`src/rtl/key_filter_multi.sv`:
```
// key_filter_multi: N-channel push-button debouncer.
// Each channel has a two-flop synchroniser, a restart-on-bounce debounce
// counter, a debounced level, one-cycle press/release strobes and a
// one-shot long-press strobe. All channels are independent and share clk.
module key_filter_multi #(
    parameter int N           = 4,
    parameter int DB_CYCLES   = 1_000_000,
    parameter int LONG_CYCLES = 50_000_000,
    parameter bit ACTIVE_LOW  = 1'b1
) (
    input  logic         clk,
    input  logic         rst_n,
    input  logic [N-1:0] key_in,
    output logic [N-1:0] key_out,
    output logic [N-1:0] key_press,
    output logic [N-1:0] key_release,
    output logic [N-1:0] key_long
);

    localparam int DB_W   = $clog2(DB_CYCLES);
    localparam int HOLD_W = $clog2(LONG_CYCLES + 1);

    localparam logic [DB_W-1:0]   DB_ZERO   = DB_W'(0);
    localparam logic [DB_W-1:0]   DB_ONE    = DB_W'(1);
    localparam logic [DB_W-1:0]   DB_LAST   = DB_W'(DB_CYCLES - 1);
    localparam logic [HOLD_W-1:0] HOLD_ZERO = HOLD_W'(0);
    localparam logic [HOLD_W-1:0] HOLD_ONE  = HOLD_W'(1);
    localparam logic [HOLD_W-1:0] HOLD_FIRE = HOLD_W'(LONG_CYCLES - 1);
    localparam logic [HOLD_W-1:0] HOLD_MAX  = HOLD_W'(LONG_CYCLES);

    // Pressed level on the pins and the matching idle vector.
    localparam logic         PRESSED_LVL = ACTIVE_LOW ? 1'b0 : 1'b1;
    localparam logic         IDLE_LVL    = ~PRESSED_LVL;
    localparam logic [N-1:0] IDLE_VEC    = {N{IDLE_LVL}};

    typedef enum logic [1:0] {
        IDLE       = 2'd0,
        PRESS_WAIT = 2'd1,
        HELD       = 2'd2,
        REL_WAIT   = 2'd3
    } state_t;

    logic [N-1:0]      sync1_r;
    logic [N-1:0]      sync2_r;
    logic [N-1:0]      act_s;
    state_t            state_r    [N];
    logic [DB_W-1:0]   db_cnt_r   [N];
    logic [HOLD_W-1:0] hold_cnt_r [N];
    logic [HOLD_W-1:0] hold_next_s[N];
    logic [N-1:0]      long_fire_s;

    // Two-flop synchroniser; resets to the idle level so no press is seen on reset exit.
    always_ff @(posedge clk) begin
        if (!rst_n) begin
            sync1_r <= IDLE_VEC;
            sync2_r <= IDLE_VEC;
        end else begin
            sync1_r <= key_in;
            sync2_r <= sync1_r;
        end
    end

    // Normalise the synchronised pins to "key is at the pressed level".
    always_comb begin
        act_s = sync2_r;
        if (ACTIVE_LOW) begin
            act_s = ~sync2_r;
        end else begin
            act_s = sync2_r;
        end
    end

    // Saturating hold counter step; flags the single cycle it reaches LONG_CYCLES.
    always_comb begin
        long_fire_s = '0;
        for (int i = 0; i < N; i++) begin
            hold_next_s[i] = hold_cnt_r[i];
            if (hold_cnt_r[i] == HOLD_FIRE) begin
                hold_next_s[i] = HOLD_MAX;
                long_fire_s[i] = 1'b1;
            end else if (hold_cnt_r[i] < HOLD_MAX) begin
                hold_next_s[i] = hold_cnt_r[i] + HOLD_ONE;
            end else begin
                hold_next_s[i] = hold_cnt_r[i];
            end
        end
    end

    // Per-channel debounce FSM with registered level and strobe outputs.
    always_ff @(posedge clk) begin
        if (!rst_n) begin
            key_out     <= IDLE_VEC;
            key_press   <= '0;
            key_release <= '0;
            key_long    <= '0;
            for (int i = 0; i < N; i++) begin
                state_r[i]    <= IDLE;
                db_cnt_r[i]   <= DB_ZERO;
                hold_cnt_r[i] <= HOLD_ZERO;
            end
        end else begin
            // Strobes default low; individual channels raise theirs below.
            key_press   <= '0;
            key_release <= '0;
            key_long    <= '0;
            for (int i = 0; i < N; i++) begin
                case (state_r[i])
                    IDLE: begin
                        hold_cnt_r[i] <= HOLD_ZERO;
                        if (act_s[i]) begin
                            state_r[i]  <= PRESS_WAIT;
                            db_cnt_r[i] <= DB_ONE;
                        end else begin
                            db_cnt_r[i] <= DB_ZERO;
                        end
                    end
                    PRESS_WAIT: begin
                        if (!act_s[i]) begin
                            // Bounce: the stable run starts over from nothing.
                            state_r[i]  <= IDLE;
                            db_cnt_r[i] <= DB_ZERO;
                        end else if (db_cnt_r[i] == DB_LAST) begin
                            state_r[i]    <= HELD;
                            db_cnt_r[i]   <= DB_ZERO;
                            hold_cnt_r[i] <= HOLD_ZERO;
                            key_out[i]    <= PRESSED_LVL;
                            key_press[i]  <= 1'b1;
                        end else begin
                            db_cnt_r[i] <= db_cnt_r[i] + DB_ONE;
                        end
                    end
                    HELD: begin
                        hold_cnt_r[i] <= hold_next_s[i];
                        key_long[i]   <= long_fire_s[i];
                        if (!act_s[i]) begin
                            state_r[i]  <= REL_WAIT;
                            db_cnt_r[i] <= DB_ONE;
                        end else begin
                            db_cnt_r[i] <= DB_ZERO;
                        end
                    end
                    REL_WAIT: begin
                        if (act_s[i]) begin
                            // Release bounce: back to HELD, hold time keeps running.
                            state_r[i]    <= HELD;
                            db_cnt_r[i]   <= DB_ZERO;
                            hold_cnt_r[i] <= hold_next_s[i];
                            key_long[i]   <= long_fire_s[i];
                        end else if (db_cnt_r[i] == DB_LAST) begin
                            // Accepted release wins over a coincident long strobe.
                            state_r[i]     <= IDLE;
                            db_cnt_r[i]    <= DB_ZERO;
                            hold_cnt_r[i]  <= HOLD_ZERO;
                            key_out[i]     <= IDLE_LVL;
                            key_release[i] <= 1'b1;
                        end else begin
                            db_cnt_r[i]   <= db_cnt_r[i] + DB_ONE;
                            hold_cnt_r[i] <= hold_next_s[i];
                            key_long[i]   <= long_fire_s[i];
                        end
                    end
                    default: begin
                        state_r[i]    <= IDLE;
                        db_cnt_r[i]   <= DB_ZERO;
                        hold_cnt_r[i] <= HOLD_ZERO;
                        key_out[i]    <= IDLE_LVL;
                    end
                endcase
            end
        end
    end

endmodule
```
`config.mk`:
```
export PLATFORM = sky130hd
export DESIGN_NAME = key_filter_multi
export DESIGN_NICKNAME = d
export VERILOG_FILES = /design/src/rtl/key_filter_multi.sv
export SDC_FILE = /design/constraint.sdc
export NUM_CORES = 1
export LEC_CHECK = 0
export BUFFER_PORTS_ARGS = -buffer_cell sky130_fd_sc_hd__buf_2
export CAP_MARGIN = 30
export CORE_ASPECT_RATIO = 1.4
export CORE_UTILIZATION = 59
export CTS_BUF_LIST = sky130_fd_sc_hd__clkbuf_8
export CTS_CLUSTER_SIZE = 20
export DETAILED_ROUTE_END_ITERATION = 8
export PLACE_DENSITY_LB_ADDON = 0.1
export RECOVER_POWER = 50
export SLEW_MARGIN = 10
export SYNTH_ARGS = -nofsm -noshare
export SYNTH_HDL_FRONTEND = slang
export SYNTH_SLANG_ARGS = --single-unit
```
`constraint.sdc`:
```
create_clock -name clk -period 3.83 [get_ports clk]
set_input_delay 0.766 -clock clk [delete_from_list [all_inputs] [get_ports clk]]
set_output_delay 0.766 -clock clk [all_outputs]
set_load 0.03 [all_outputs]
```
Word level (Yosys, flattened, before mapping) --
Memory sizes are Yosys's and may differ from the RTL's. Cells that the tools add are included.
Storage, ports and cells: register bits after elaboration 24, latch bits 0, memory bits (writable) 192, memory bits (read-only) 0, input port bits 6, memories kept 3
Memories:
- hold_cnt_r | depth 4, bits a word 26, read ports 4, clocked after Yosys merged registers in 0, wr ports 4, RTL line 48 | logic [HOLD_W-1:0] hold_cnt_r [N];
- db_cnt_r | depth 4, bits a word 20, read ports 4, clocked after Yosys merged registers in 0, wr ports 4, RTL line 47 | logic [DB_W-1:0] db_cnt_r [N];
- state_r | depth 4, bits a word 2, read ports 4, clocked after Yosys merged registers in 0, wr ports 4, RTL line 46 | state_t state_r [N];
Operators by class: add/subtract/negate cells 8, $mul 0, div/mod/pow operators 0, $lt $le $gt $ge 4, eq/ne operators 36, shift operators 0, multiplexer cells 309, bitwise logic cells 89, reductions and logical operators 12
Operators by type and width (count):
- 26-bit 2-to-1 mux | 32
- 20-bit 2-to-1 mux | 40
- 1-bit 2-to-1 mux | 205
- 26-bit by 1-bit adder with 26-bit output, second input constant | 4
- 26-bit == test, second input constant | 4
- 26-bit < comparator, second input constant | 4
- 1-bit OR | 88
- 20-bit by 1-bit adder with 20-bit output, second input constant | 4
- 20-bit == test, second input constant | 4
- 2-bit 2-to-1 mux | 24
- 2-bit inequality test, second input constant | 16
- 5-bit AND reduction | 4
- 2-bit == test, second input constant | 8
- 1-bit case mux with 2 select lines | 8
- 2-bit by 1-bit == test with 1-bit output, second input constant | 4
- 2-bit logical NOT | 4
- 2-bit nonzero test | 4
- 4-bit NOT | 1

Longest topological paths before layout --
word-level depth 15, mapped depth 8, mapped depth without buffers 6

Worst setup path after synthesis --
OpenSTA, ideal clock, no wires.
kind reg-to-reg, start point mem db_cnt_r[3][10] in the netlist's numbering, end point mem hold_cnt_r[3][0] in the netlist's numbering, enable pin, setup time 0.445 ns, data arrival time 3.475 ns, path slack -0.090 ns, cell stages (with the launch flop) 5, buffers on the path 0, clock period less this slack 3.920 ns, path through edfxtp_1 -> or4b_2 -> nor3_2 -> nand4_1 -> o21ai_0
RTL lines (RTL line):
- from (decl) | 47
- to (decl) | 48

==> metrics.txt <==
CP required=between 4 and 5 ns; Leak=4.46 nW; 1st-iter DRT viols=between 600 and 700; pin count of the biggest net entering global routing=35; Gates resized, CTS repair=0; DR vias/cell=between 6 and 7; Synth Area per Inst=approximately 10 um2; first-pass GRT wire length=approximately 42000 um; clock power share=0.288; GR Util met3=0.0392; slowest cell on the critical path=nor4_1; crit-path max FO=11; Mapped Cells=1225; DRC viols=0; Max Cap Viol=1; met1 Usage GRT=0.282; most common cell in the netlist=edfxtp_1; # diodes=0; post-layout util=0.659; Clock transition at path regs=0.06 ns; GPL Wtd Cong=0.827; number of global-route vias before repair=9316; post-synth top area share=0.469; CTS tree=done; Gate power share=0.162; Fin. Hold Viols=0; row cnt=62; worst min path class=primary input to flip-flop; share of post-route cells with drive strength above 1=0.0716; Post-synth EDFFs=192; f_max=0.327 GHz; largest area contributor in the netlist=edfxtp_1; switch share=0.326; ys async rst share=0; Worst setup SP type=flip-flop; htree depth=2; Post-CTS Setup Inserts=0; clock sinks=216; final setup vio count=0; GRT Overall Usage=0.241; fillers=1734; setup TNS=0 ns; I/O Buffers=21; status=complete, but fails checks; crit path capture type=flip-flop; minimum clock period=3.06 ns; Slew HR=-0.179; antenna-violating nets left=0; die width=124 um; net switching power figure=2.23 mW; Initial Util=0.601; critical path class=flip-flop to flip-flop; total power per unit cell area=507 mW/mm2; M2 GR Usage=0.437; Worst-Margin Slew=1.74 ns; max-slew violations=18; RSZ-0062 raised after global routing=no; Worst Skew=0.0198 ns; Top FF cell, synth=edfxtp_1; Power Internal=approximately 4.6 mW; sequential area share after synthesis=0.508; final wirelength=~25000 um; commonest cells in the netlist=edfxtp_1 (192), nor2_1 (139), nand2_1 (101); total die area=approximately 0.021 mm2; critical path data arrival time=3.31 ns; YS warnings=0; Peak VDD IR=0.000434 V; Synth area leaders=edfxtp_1 (47%), xor2_1 (4.4%), nor2_1 (4.2%); drt first pass iters=6; antenna violations before repair=0; failing checks=max-capacitance violations, max-slew violations; sequential power share=0.550; cell area after synthesis=roughly 0.012 mm2; Final nets=1342; synthesized flop and latch total=216; area grow syn2layout=9.77%; FF/Latch Area=0.00625 mm2; DP Wirelength=~17000 um; Core ar.=0.0205 mm2; CTS Hold Bufs=0; Cell Chain, Critical Path=or4b_1, nor4_1, a41oi_1, nand2_1, nor2_1; die span in y=approximately 170 um; share of the clock period used by the worst path=0.798; clock buffer depth=3; Yosys cell types=80; busiest grt layer=met2; total CTS buffers=36; clock latency on the worst-skew pair=roughly 0.54 ns; # IOs=22; via count=slightly below 10000; CP peak stage delay=just under 0.8 ns; multi-input logic area=0.00595 mm2; gr ovfl total=0; CTS root buf=clkbuf_8; Avg WL per Cell=15.8 um
[kinds of logic (layout without fill, tap and decap cells)]
group | count (synthesis) | in the layout | share of synthesized area
simple gates | 599 | 599 | 0.267
compound gates | 228 | 228 | 0.121
xor+xnor | 90 | 90 | 0.0641
flops | 216 | 216 | 0.508
mux | 4 | 4 | 0.00326
fa+ha+maj | 8 | 8 | 0.00814
other cells | 1 | 80 | 0.000305
buf+inv | 79 | 130 | 0.0280
[placed cells by master (no fill, tap or decap), types with 13 or more instances in the layout]
cell and instances:
and4_1 17, xnor2_1 28, o211ai_1 13, o31ai_1 41, edfxtp_1 192, nand2b_1 19, and3_1 18, clkbuf_8 44
a21oi_1 82, nor2_1 139, nand4_1 49, or4_1 57, or3_1 29, xor2_1 62, nand2_1 101, inv_1 42
nor4_1 22, nor3_1 20, o21ai_0 39, nand3_1 83, dfxtp_1 24, clkbuf_1 20, conb_1 80
[metal layers]
metal | up-vias | wire length, um
met5 | - | 0
li1 | 4842 | -
met3 | 53 | 875
met1 | 4625 | 10700
met2 | 172 | 13100
met4 | 0 | 685
[through the flow]
step	hold WS, ns	instances	power, mW	setup WS (ns)	cell area (um2)
final	0.409	1611	6.84	0.775	13500
after global routing	0.392	1611	7.24	0.480	13500
after CTS	0.385	1609	6.93	1.07	13600
after detailed placement	0.396	1544	4.93	1.09	12900
after global placement	0.390	1541	4.87	1.18	12900
after floorplan	0.386	1304	4.57	0.199	12600
[flip-flops by register name (all words and copies together), names as in the netlist]
signal and cells:
key_release 4, state_r 8, key_press 4, db_cnt_r 80, key_long 4, hold_cnt_r 104, sync2_r 4, key_out 4
sync1_r 4
[worst max-delay path: cells and delay by family (launching register included)]
kind | cells | cell delay, ns
and+or+nand+nor | 4 | 1.84
AOI/OAI and AO/OA | 1 | 0.47
DFF | 1 | 0.47
[area by class of cell]
| class | count | area share |
|---|---|---|
| timing repair buffer | 36 | 0.0130 |
| clock inverter | 21 | 0.00667 |
| sequential | 216 | 0.463 |
| clock buffer | 44 | 0.0449 |
| multi-input combinational | 1009 | 0.441 |
| inverter | 29 | 0.00806 |
| tap | 256 | 0.0237 |
[worst paths after layout]
check | startpoint | endpoint | slack (ns) | cells past startpoint
worst max-delay path | db_cnt_r[1][10] | hold_cnt_r[1][0] | 0.77 | 5
worst min-delay path | key_in[0] | sync1_r[0] | 0.41 | 2
worst max register to register | db_cnt_r[1][10] | hold_cnt_r[1][0] | 0.77 | 5
worst min register to register | sync1_r[0] | sync2_r[0] | 0.41 | 1
[power groups by stage]
stage	clock, mW	sequential (mW)	combinational [mW]
final	1.97	3.76	1.11
after detailed placement	0	3.80	1.13
after floorplan	0	3.56	1.01
after CTS	2.04	3.76	1.13
after global placement	0	3.78	1.10
after global routing	2.12	3.86	1.26
No activity file was read; power rests on OpenSTA's default activity.
